<file path="src/rtl/fft_iter_pkg.sv">
// Shared state encoding and parameter helpers for the iterative FFT scheduler.
package fft_iter_pkg;

    typedef enum logic [2:0] {
        IDLE = 3'd0,
        RD   = 3'd1,
        EXE  = 3'd2,
        WB   = 3'd3,
        FIN  = 3'd4
    } fft_state_e;

    localparam int CycWL = 3;

    function automatic bit but_clk_cycle_legal(input int cycles);
        return (cycles >= 1) && (cycles <= 4);
    endfunction

endpackage

</file>
<file path="src/rtl/fft_iter_loop_counter.sv">
// Nested butterfly/layer counter: butterflies roll into the next layer and
// the pair parks on the final butterfly of the final layer until cleared.
module fft_iter_loop_counter
    import fft_iter_pkg::*;
#(
    parameter int LAYERS      = 5,
    parameter int BUTTERFLYES = 16,
    parameter int LayWL       = 4,
    parameter int ButtWL      = 4
) (
    input  logic             clk,
    input  logic             rst_n,
    input  logic             clr,
    input  logic             step,
    output logic [LayWL-1:0] lay_cnt,
    output logic             but_last,
    output logic             lay_last,
    output logic             lay_adv
);

    logic [ButtWL-1:0] but_cnt_r;
    logic [LayWL-1:0]  lay_cnt_r;

    // Counter update: clear wins, then a step advances the nested pair.
    always_ff @(posedge clk or negedge rst_n) begin
        if (!rst_n) begin
            but_cnt_r <= {ButtWL{1'b0}};
            lay_cnt_r <= {LayWL{1'b0}};
        end else if (clr) begin
            but_cnt_r <= {ButtWL{1'b0}};
            lay_cnt_r <= {LayWL{1'b0}};
        end else if (step) begin
            if (!but_last) begin
                but_cnt_r <= but_cnt_r + ButtWL'(1'b1);
            end else if (!lay_last) begin
                but_cnt_r <= {ButtWL{1'b0}};
                lay_cnt_r <= lay_cnt_r + LayWL'(1'b1);
            end
        end
    end

    assign but_last = (but_cnt_r == ButtWL'(BUTTERFLYES - 1));
    assign lay_last = (lay_cnt_r == LayWL'(LAYERS - 1));
    assign lay_adv  = step & but_last;
    assign lay_cnt  = lay_cnt_r;

endmodule

</file>
<file path="src/rtl/fft_iter_layer_scheduler.sv">
// Moore sequencer stepping the radix-2 butterfly datapath through every
// butterfly of every layer: read, execute, write back, then finish.
module fft_iter_layer_scheduler
    import fft_iter_pkg::*;
#(
    parameter int LAYERS        = 5,
    parameter int BUTTERFLYES   = 16,
    parameter int LayWL         = 4,
    parameter int ButtWL        = 4,
    parameter int BUT_CLK_CYCLE = 3
) (
    input  logic CLK,
    input  logic RST,
    input  logic EN,
    input  logic START,
    input  logic ABORT,
    output logic BUSY,
    output logic DONE,
    output logic BUT_STROB,
    output logic ADDR_EN,
    output logic LAY_EN,
    output logic ADDR_RST,
    output logic RAM_EN_R,
    output logic RAM_EN_WR,
    output logic WR,
    output logic FIRST_LAY,
    output logic LAST_LAY
);

    // An out-of-range latency collapses to a single execute cycle.
    localparam bit CycOk = but_clk_cycle_legal(BUT_CLK_CYCLE);
    localparam logic [CycWL-1:0] CycLast = CycWL'(CycOk ? BUT_CLK_CYCLE - 1 : 0);

    fft_state_e        state_r;
    logic [CycWL-1:0]  cyc_cnt_r;
    logic              abort_s;
    logic              step_s;
    logic              clr_s;
    logic [LayWL-1:0]  lay_cnt_s;
    logic              but_last_s;
    logic              lay_last_s;
    logic              lay_adv_s;

    assign abort_s = ABORT && (state_r != IDLE);
    assign step_s  = EN && (state_r == WB);
    assign clr_s   = abort_s || (EN && (state_r == FIN));

    fft_iter_loop_counter #(
        .LAYERS      (LAYERS),
        .BUTTERFLYES (BUTTERFLYES),
        .LayWL       (LayWL),
        .ButtWL      (ButtWL)
    ) u_loop_counter (
        .clk      (CLK),
        .rst_n    (RST),
        .clr      (clr_s),
        .step     (step_s),
        .lay_cnt  (lay_cnt_s),
        .but_last (but_last_s),
        .lay_last (lay_last_s),
        .lay_adv  (lay_adv_s)
    );

    // Sequencer: abort overrides everything, EN low freezes state and cycle count.
    always_ff @(posedge CLK or negedge RST) begin
        if (!RST) begin
            state_r   <= IDLE;
            cyc_cnt_r <= {CycWL{1'b0}};
        end else if (abort_s) begin
            state_r   <= IDLE;
            cyc_cnt_r <= {CycWL{1'b0}};
        end else if (EN) begin
            case (state_r)
                IDLE: begin
                    if (START) begin
                        state_r <= RD;
                    end
                end
                RD: begin
                    state_r   <= EXE;
                    cyc_cnt_r <= {CycWL{1'b0}};
                end
                EXE: begin
                    cyc_cnt_r <= cyc_cnt_r + CycWL'(1'b1);
                    if (cyc_cnt_r == CycLast) begin
                        state_r <= WB;
                    end
                end
                WB: begin
                    state_r <= (but_last_s && lay_last_s) ? FIN : RD;
                end
                FIN: begin
                    state_r <= IDLE;
                end
                default: begin
                    state_r   <= IDLE;
                    cyc_cnt_r <= {CycWL{1'b0}};
                end
            endcase
        end
    end

    assign BUSY      = (state_r != IDLE);
    assign ADDR_RST  = (state_r == IDLE);
    assign DONE      = EN && (state_r == FIN);
    assign RAM_EN_R  = EN && (state_r == RD);
    assign BUT_STROB = EN && (state_r == EXE) && (cyc_cnt_r == {CycWL{1'b0}});
    assign ADDR_EN   = step_s;
    assign RAM_EN_WR = step_s;
    assign WR        = step_s;
    assign LAY_EN    = lay_adv_s;
    assign FIRST_LAY = BUSY && (lay_cnt_s == {LayWL{1'b0}});
    assign LAST_LAY  = BUSY && lay_last_s;

endmodule

</file>
<file path="config.mk">
export PLATFORM = sky130hd
export DESIGN_NAME = fft_iter_layer_scheduler
export DESIGN_NICKNAME = d
export VERILOG_FILES = /design/src/rtl/fft_iter_pkg.sv /design/src/rtl/fft_iter_loop_counter.sv /design/src/rtl/fft_iter_layer_scheduler.sv
export SDC_FILE = /design/constraint.sdc
export NUM_CORES = 1
export LEC_CHECK = 0
export ABC_AREA = 1
export BUFFER_PORTS_ARGS = -buffer_cell sky130_fd_sc_hd__buf_4
export CORE_MARGIN = 10
export CORE_UTILIZATION = 35
export CTS_CLUSTER_DIAMETER = 40
export DETAILED_ROUTE_END_ITERATION = 16
export PLACE_DENSITY = 0.59
export SYNTH_ARGS = -nofsm -noshare
export SYNTH_HDL_FRONTEND = slang
export SYNTH_SLANG_ARGS = --single-unit
</file>
<file path="constraint.sdc">
create_clock -name CLK -period 1.5 [get_ports CLK]
set_clock_uncertainty 0.2 [all_clocks]
set_input_delay 0.225 -clock CLK [delete_from_list [all_inputs] [get_ports CLK]]
set_output_delay 0.225 -clock CLK [all_outputs]
set_load 0.01 [all_outputs]
</file>
==> results of run 1 <==
## flip-flops by register name, indices dropped and copies added (netlist names)
name / count
state_r: 3
u_loop_counter.but_cnt_r: 4
cyc_cnt_r: 3
u_loop_counter.lay_cnt: 4
## routing by layer
metal	routed length [µm]	part of all wire, %	track usage, %	vias up
li1	-	-	-	518
met1	1310	39	11.6	538
met2	1790	53	18.6	27
met3	182	5.4	3.81	9
met4	99	2.9	4.64	0
met5	0	0	0	-
## logic make-up after synthesis
group / after synthesis
adder cells (fa/ha/maj): 6
AO/OA/AOI/OAI: 8
buffers and inverters: 21
AND/OR/NAND/NOR: 73
flip-flops: 14
XOR/XNOR: 5
## cell type report
class | count | share of cell area (%)
clock buffer | 3 | 1.28
inverter | 18 | 4.26
sequential | 14 | 20.0
timing repair buffer | 54 | 27.6
multi-input combinational | 93 | 44.6
tap | 31 | 2.20
## critical path: stages (launching register included)
cell and delay [ps]:
dfrtp_2 470, buf_6 140, nor2_4 140, nand2_2 100
buf_6 130, buf_6 110
## cells in the mapped netlist, drive strengths merged
| library cell | n |
|---|---|
| o21ai | 8 |
| ha | 6 |
| dfrtp | 14 |
| nor2 | 14 |
| nand2 | 31 |
| nand4 | 4 |
| xor2 | 5 |
| nor3 | 1 |
| clkinv | 1 |
| nand3 | 20 |
| buf | 3 |
| inv | 17 |
| nand3b | 3 |
## where the power goes
group | internal, mW | leakage [nW] | switching [mW] | total, mW
sequential | 0.439 | 0.190 | 0.0725 | 0.512
clock | 0.0936 | 0.0138 | 0.132 | 0.226
combinational | 0.827 | 0.652 | 0.808 | 1.63
## repair_timing
action | CTS | global route
setup endpoints to repair | 21 | 25
hold buffers | 1 | 0
gates cloned | 0 | 1
hold endpoints to repair | 14 | 0
setup buffers | 15 | 10
gates resized for setup | 32 | 60
pin swaps | 9 | 29
## cell usage in the layout (no fill, tap or decap), types with 2 or more instances in the layout
cell type and n:
xor2_1 5, ha_1 4, nand2_2 8, nor2_4 13, nand3_4 6, nand4_1 4, nand3b_1 2, clkbuf_4 3
nand2_1 20, buf_6 21, dfrtp_2 2, o21ai_1 5, dfrtp_1 12, nand2_4 3, nor2_2 2, buf_4 32
nand3_2 7, nand3_1 7, inv_1 8, inv_2 8
## worst max-delay path by stage
stage                     depth (start not counted)                     endpoint                   startpoint
after floorplan                                   6    u_loop_counter.lay_cnt[3]  u_loop_counter.but_cnt_r[0]
after global placement                            6    u_loop_counter.lay_cnt[3]  u_loop_counter.but_cnt_r[0]
after detailed placement                          8  u_loop_counter.but_cnt_r[3]    u_loop_counter.lay_cnt[0]
after CTS                                         6                     LAST_LAY                   state_r[1]
after global routing                              5                         BUSY                   state_r[0]
final                                             5                         BUSY                   state_r[0]
## per-stage QoR
step                power, mW  setup WS, ps  std cells  utilization (%)  area, µm²
finish                   2.37          -295        213             65.1       1760
CTS                      1.89          -236        204             53.7       1460
floorplan               0.973          16.3        127                -        968
detailed placement       1.33          -120        185             44.5       1210
global route             2.50          -343        213             65.1       1760
global placement         1.31         -47.7        185             44.5       1210
==> metrics.md, run 1 <==
| Metric | Value |
|---|---|
| Status | finished with violations |
| Failing checks | setup timing |
| Clk_lat worst skew | 290 ps |
| CTS tree | yes |
| Hold Crit Depth | 4 |
| Routed wire length per instance | 15.9 µm |
| Post-synthesis sequential area ratio | 36.2% |
| Syn nets | 138 |
| Post-synthesis simple-gate area fraction | 37.7% |
| Xor/xnor share of the synthesized area | 4.52% |
| Post-DP HPWL | 1.84 mm |
| Die Ht | 72.6 µm |
| FF/Latch Area | 353 µm² |
| Reg2Reg Setup Slack | -220 ps |
| Yosys warns | 0 |
| Hold slack | 76.0 ps |
| Ant. Diodes | 0 |
| Setup CP Type | reg -> out |
| Max clock buf depth | 2 |
| Peak Freq | 557 MHz |
| Post-layout min period | 1790 ps |
| Final number of setup-violating endpoints | 25 |
| RR Endpoint | u_loop_counter.but_cnt_r[1] |
| Synthesis-stage register bit count | 14 |
| Largest cells by area after synthesis | dfrtp_1, nand2_1, nand3_1 |
| Syn Inst Count | 127 |
| Post-synthesis compound-gate area fraction | 4.13% |
| Power per cell area | 1350 nW/µm² |
| Peak supply drop | 1070 µV |
| HP Start | ABORT |
| Distinct cells, synth | 22 |
| Clock-pin slew on the worst setup and hold paths | 80 ps |
| GRT Util Overall | 10.8% |
| Via-to-Cell Ratio | 5.13 |
| Slew margin rel. | 68.6% |
| Final period util | 120% |
| Number of port buffers | 15 |
| CP Launch Type | flip-flop |
| Reg2Reg Depth | 9 |
| Nets | 195 |
| DRT iter0 DRCs | 56 |
| Multiplexer area fraction after synthesis | 0% |
| Hold Fails Final Rpt | 0 |
| Worst hold path class | in -> reg |
| Worst setup margin | -295 ps |
| DR vias | 1,092 |
| CTS sink count | 14 |
| Gr ovfl total | 0 |
| Syn Area/Cell | 7.63 µm² |
| Final TNS setup | -4620 ps |
| Worst setup EP type | output port |
| First-pass GRT wire length | 4.62 mm |
| Synth top area share | 36.2% |
| Area of the multi-input gates | 787 µm² |
| Slew Limit Fails | 0 |
| Layout cells sized above 1 | 62.1% |
| Routed Antenna Nets | 0 |
| Worst-Margin Slew | 470 ps |
| Number of global-route vias before repair | 1,049 |
| MaxCap Viol Count | 0 |
| Htree depth | 1 |
| Critical path arrival | 1370 ps |
| CP required | 1070 ps |
| Initial core utilization | 35.7% |
| Die area | 5270 µm² |
| Die Width | 72.6 µm |
| FILL cells | 215 |
| Syn-to-layout area delta | 82.0% |
| GPL Wtd Cong | 0.831 |
| DRT Pass-1 Iters | 4 |
| Site Rows | 19 |
| Cell area after synthesis | 968 µm² |
| # IOs | 16 |
| Worst-path maximum fanout | 5 |
| Unrepaired setup endpoints after global routing | yes |
| Hold Path End | state_r[2] |
| DR DRC count | 0 |
| Main combinational cell family by area after synthesis | simple AND/OR/NAND/NOR gates |
| Cell taking the most area after synthesis | dfrtp_1 |
| Total Wirelength | 3.38 mm |
| CTS buffer count | 3 |
| Lkg Pwr | 0.856 nW |
| Largest net degree at the start of global routing | 15 |
| Initial antenna violation count | 0 |
| Reg2reg start | state_r[0] |
| Adder-cell share of the synthesized area | 7.75% |
| CORE AREA | 2710 µm² |
| Root buf cell | clkbuf_4 |
No activity file was read; power rests on OpenSTA's default activity.
==> run 2, diff against run 1 <==
--- a/config.mk
+++ b/config.mk
@@ -5,7 +5,7 @@
 export SDC_FILE = /design/constraint.sdc
 export NUM_CORES = 1
 export LEC_CHECK = 0
-export ABC_AREA = 1
+export ABC_AREA = 0
 export BUFFER_PORTS_ARGS = -buffer_cell sky130_fd_sc_hd__buf_4
 export CORE_MARGIN = 10
 export CORE_UTILIZATION = 35
==> run 2 against run 1 <==
- routed wire length is 12% lower
- the run still ends with setup timing left
- die area grew 3.0%
- core utilization is 5.6 points lower
- total power down 26%
- highest routed layer unchanged
- critical path depth did not move
- first-iteration DRC count shrank 34%
- setup slack worse by 12 ps
- synthesized cell count shrank 17%
==> metrics.md, run 2 <==
| Metric | Value |
|---|---|
| Status | finished with violations (unchanged) |
| Failing checks | setup timing (unchanged) |
| Hold slack | 98.7 ps (was 76.0 ps) |
| Total Wirelength | 2.96 mm (was 3.38 mm) |
| Ant. Diodes | 0 (unchanged) |
| Hold Fails Final Rpt | 0 (unchanged) |
| Routed Antenna Nets | 0 (unchanged) |
| Worst setup margin | -307 ps (was -295 ps) |
| Final TNS setup | -4220 ps (was -4620 ps) |
| Routed wire length per instance | 15.8 µm (was 15.9 µm) |
| Cell taking the most area after synthesis | dfrtp_1 (unchanged) |
| Largest net degree at the start of global routing | 15 (unchanged) |
| Setup crit end | LAY_EN (was BUSY) |
| Post-layout min period | 1810 ps (was 1790 ps) |
| Critical path arrival | 1380 ps (was 1370 ps) |
| DRT iter0 DRCs | 37 (was 56) |
| GPL Wtd Cong | 0.814 (was 0.831) |
| Worst-path maximum fanout | 6 (was 5) |
| Crit path max-delay family | flip-flops (unchanged) |
| Reg2reg start | state_r[0] (unchanged) |
| Largest cells by area after synthesis | dfrtp_1, ha_1, nor2_1 (was dfrtp_1, nand2_1, nand3_1) |
| Top FF cell, synth | dfrtp_1 (unchanged) |
| Die area | 5430 µm² (was 5270 µm²) |
| Peak Freq | 553 MHz (was 557 MHz) |
| Power per cell area | 1080 nW/µm² (was 1350 nW/µm²) |
| MaxCap Viol Count | 0 (unchanged) |
| Reg2Reg Setup Slack | -250 ps (was -220 ps) |
| Slew Limit Fails | 0 (unchanged) |
| Lkg Pwr | 0.748 nW (was 0.856 nW) |
| Via-to-Cell Ratio | 5.19 (was 5.13) |
| Syn Area/Cell | 9.51 µm² (was 7.63 µm²) |
| Worst setup EP type | output port (unchanged) |
| Synthesis-stage register bit count | 14 (unchanged) |
| DRT Pass-1 Iters | 4 (unchanged) |
| Reg2Reg Depth | 7 (was 9) |
| Unrepaired setup endpoints after global routing | yes (unchanged) |
| Die Width | 73.7 µm (was 72.6 µm) |
| Post-synthesis sequential area ratio | 34.7% (was 36.2%) |
| Gr ovfl total | 0 (unchanged) |
| CTS sink count | 14 (unchanged) |
| Number of global-route vias before repair | 1,031 (was 1,049) |
| CP Buf/Inv Count | 3 (unchanged) |
| Final number of setup-violating endpoints | 22 (was 25) |
| Root buf cell | clkbuf_4 (unchanged) |
| Peak supply drop | 897 µV (was 1070 µV) |
| Initial antenna violation count | 0 (unchanged) |
| Worst hold path class | in -> async (was in -> reg) |
| Syn nets | 117 (was 138) |
| Critical path's slowest cell | dfrtp_2 (unchanged) |
| CP required | 1070 ps (about the same) |
| Nets | 169 (was 195) |
| Synth top area share | 34.7% (was 36.2%) |
| Htree depth | 1 (unchanged) |
| Commonest cells in the synthesized netlist | dfrtp_1, nor2_1, a21oi_1, ha_1, inv_1 (was nand2_1, nand3_1, dfrtp_1, inv_1, nor2_1) |
| Die Ht | 73.7 µm (was 72.6 µm) |
| Yosys warns | 0 (unchanged) |
| Syn Inst Count | 106 (was 127) |
| Post-DP HPWL | 1.87 mm (was 1.84 mm) |
| CP Launch Type | flip-flop (unchanged) |
| Setup CP Type | reg -> out (unchanged) |
| CTS tree | yes (unchanged) |
| Met2 Use GR | 17.0% (was 18.6%) |
| Initial core utilization | 36.6% (was 35.7%) |
| Worst-Margin Slew | 221 ps (was 470 ps) |
| Site Rows | 19 (unchanged) |
| Cell area after synthesis | 1010 µm² (was 968 µm²) |
| GRT Util Overall | 10.9% (was 10.8%) |
| Worst path cell trace | buf_4, nand4b_4, buf_12, nor2_4, buf_6 (was buf_6, nor2_4, nand2_2, buf_6, buf_6) |
| Slew margin rel. | 85.2% (was 68.6%) |
| Clk_lat worst skew | 300 ps (was 290 ps) |
| Number of cells on the critical path | 5 (unchanged) |
| Final period util | 120% (about the same) |
| Syn-to-layout area delta | 62.5% (was 82.0%) |
| CORE AREA | 2760 µm² (was 2710 µm²) |
| Most common cell in the netlist | dfrtp_1 (was nand2_1) |
| Grt peak-use layer | met2 (unchanged) |
| Number of flops mapped to enable cells by yosys | 0 (unchanged) |
| CTS buffer count | 3 (unchanged) |
| # IOs | 16 (unchanged) |
| Start point of the critical path | state_r[0] (unchanged) |
| RR Endpoint | u_loop_counter.lay_cnt[3] (was u_loop_counter.but_cnt_r[1]) |
| Ys async rst share | 100% (unchanged) |
| DR vias | 976 (was 1,092) |
| Clock-pin slew on the worst setup and hold paths | 110 ps (was 80 ps) |
| Met3 usage in global routing | 3.36% (was 3.81%) |
| First-pass GRT wire length | 4.75 mm (was 4.62 mm) |
| Layout cells sized above 1 | 55.4% (was 62.1%) |
| Max clock buf depth | 2 (unchanged) |
| Commonest non-fill, non-tap cell in the layout | buf_4 (unchanged) |
| Number of port buffers | 15 (unchanged) |
| Power Total | 1.76 mW (was 2.37 mW) |
| CP max stage delay | 450 ps (was 470 ps) |
| DR DRC count | 0 (unchanged) |
| Most frequent cells in the layout | buf_4, buf_6, nor2_1, dfrtp_1 (was buf_4, buf_6, nand2_1, nor2_4, dfrtp_1) |
| Met1 Usage GRT | 13.8% (was 11.6%) |
| Distinct cells, synth | 41 (was 22) |
[run 2: cell count changes after synthesis, sizes merged, moves of 5 or more]
| cell | delta |
|---|---|
| nand2 | -26 |
| nand3 | -18 |
| inv | -9 |
| a21oi | +10 |
| o21ai | -5 |
[run 2: what timing repair did]
item                                   CTS  global route
hold buffers                             2             0
gates resized for setup                 24            16
pin swaps                                8             8
cloned                                   0             0
setup endpoints to repair               22            24
endpoints found under the hold margin   16             0
buffers inserted                         8             6
[run 2: cell families after synthesis]
family | synth area share, %
multiplexers | 2.98
buffers and inverters | 7.57
AND/OR/NAND/NOR | 29.5
flip-flops | 34.7
adder cells (fa/ha/maj) | 7.44
XOR/XNOR | 4.34
AO/OA/AOI/OAI | 13.4
[run 2: final cells by class]
cell class	instances	area [µm²]
fillers	202	1120
multi-input cells	78	696
repair buffers	53	479
flip-flops and latches	14	354
well taps	31	38.8
clock buffers	4	36.3
inverters	8	35.0
[run 2: layer usage]
layer	up-vias	part of all wire, %
li1	477	-
met1	472	43
met2	20	51
met3	7	4.0
met4	0	1.7
met5	-	0
[run 2: report_power, final]
part	leakage [nW]	total (mW)	internal, mW	switching (mW)
combinational	0.538	0.990	0.545	0.445
clock	0.0210	0.295	0.148	0.146
sequential	0.189	0.480	0.417	0.0631
[run 2: worst min-delay path by stage]
stage | from | to | slack [ps] | cells after the start
2_1_floorplan | RST | cyc_cnt_r[0] | -270 | 0
3_3_place_gp | RST | u_loop_counter.but_cnt_r[1] | -110 | 1
3_5_place_dp | RST | u_loop_counter.but_cnt_r[1] | -110 | 1
4_1_cts | RST | u_loop_counter.but_cnt_r[1] | 100 | 2
5_1_grt | RST | u_loop_counter.but_cnt_r[1] | 110 | 2
6_report | RST | u_loop_counter.but_cnt_r[1] | 100 | 2
[run 2: metrics by stage]
stage / utilization, % / cell area (µm²) / instances / worst slack [ps]
3_5_place_dp: 47.3 / 1300 / 168 / -111
3_3_place_gp: 47.3 / 1300 / 168 / -102
6_report: 59.4 / 1640 / 188 / -307
2_1_floorplan: - / 1030 / 106 / -35.8
4_1_cts: 55.4 / 1530 / 182 / -303
5_1_grt: 59.4 / 1640 / 188 / -352
[run 2: worst reg2reg max path: cells and delay by family, from the launching register on]
family        cells  cell delay [ps]
flops             1              450
buf+inv           3              430
simple gates      3              420
xor+xnor          1              160
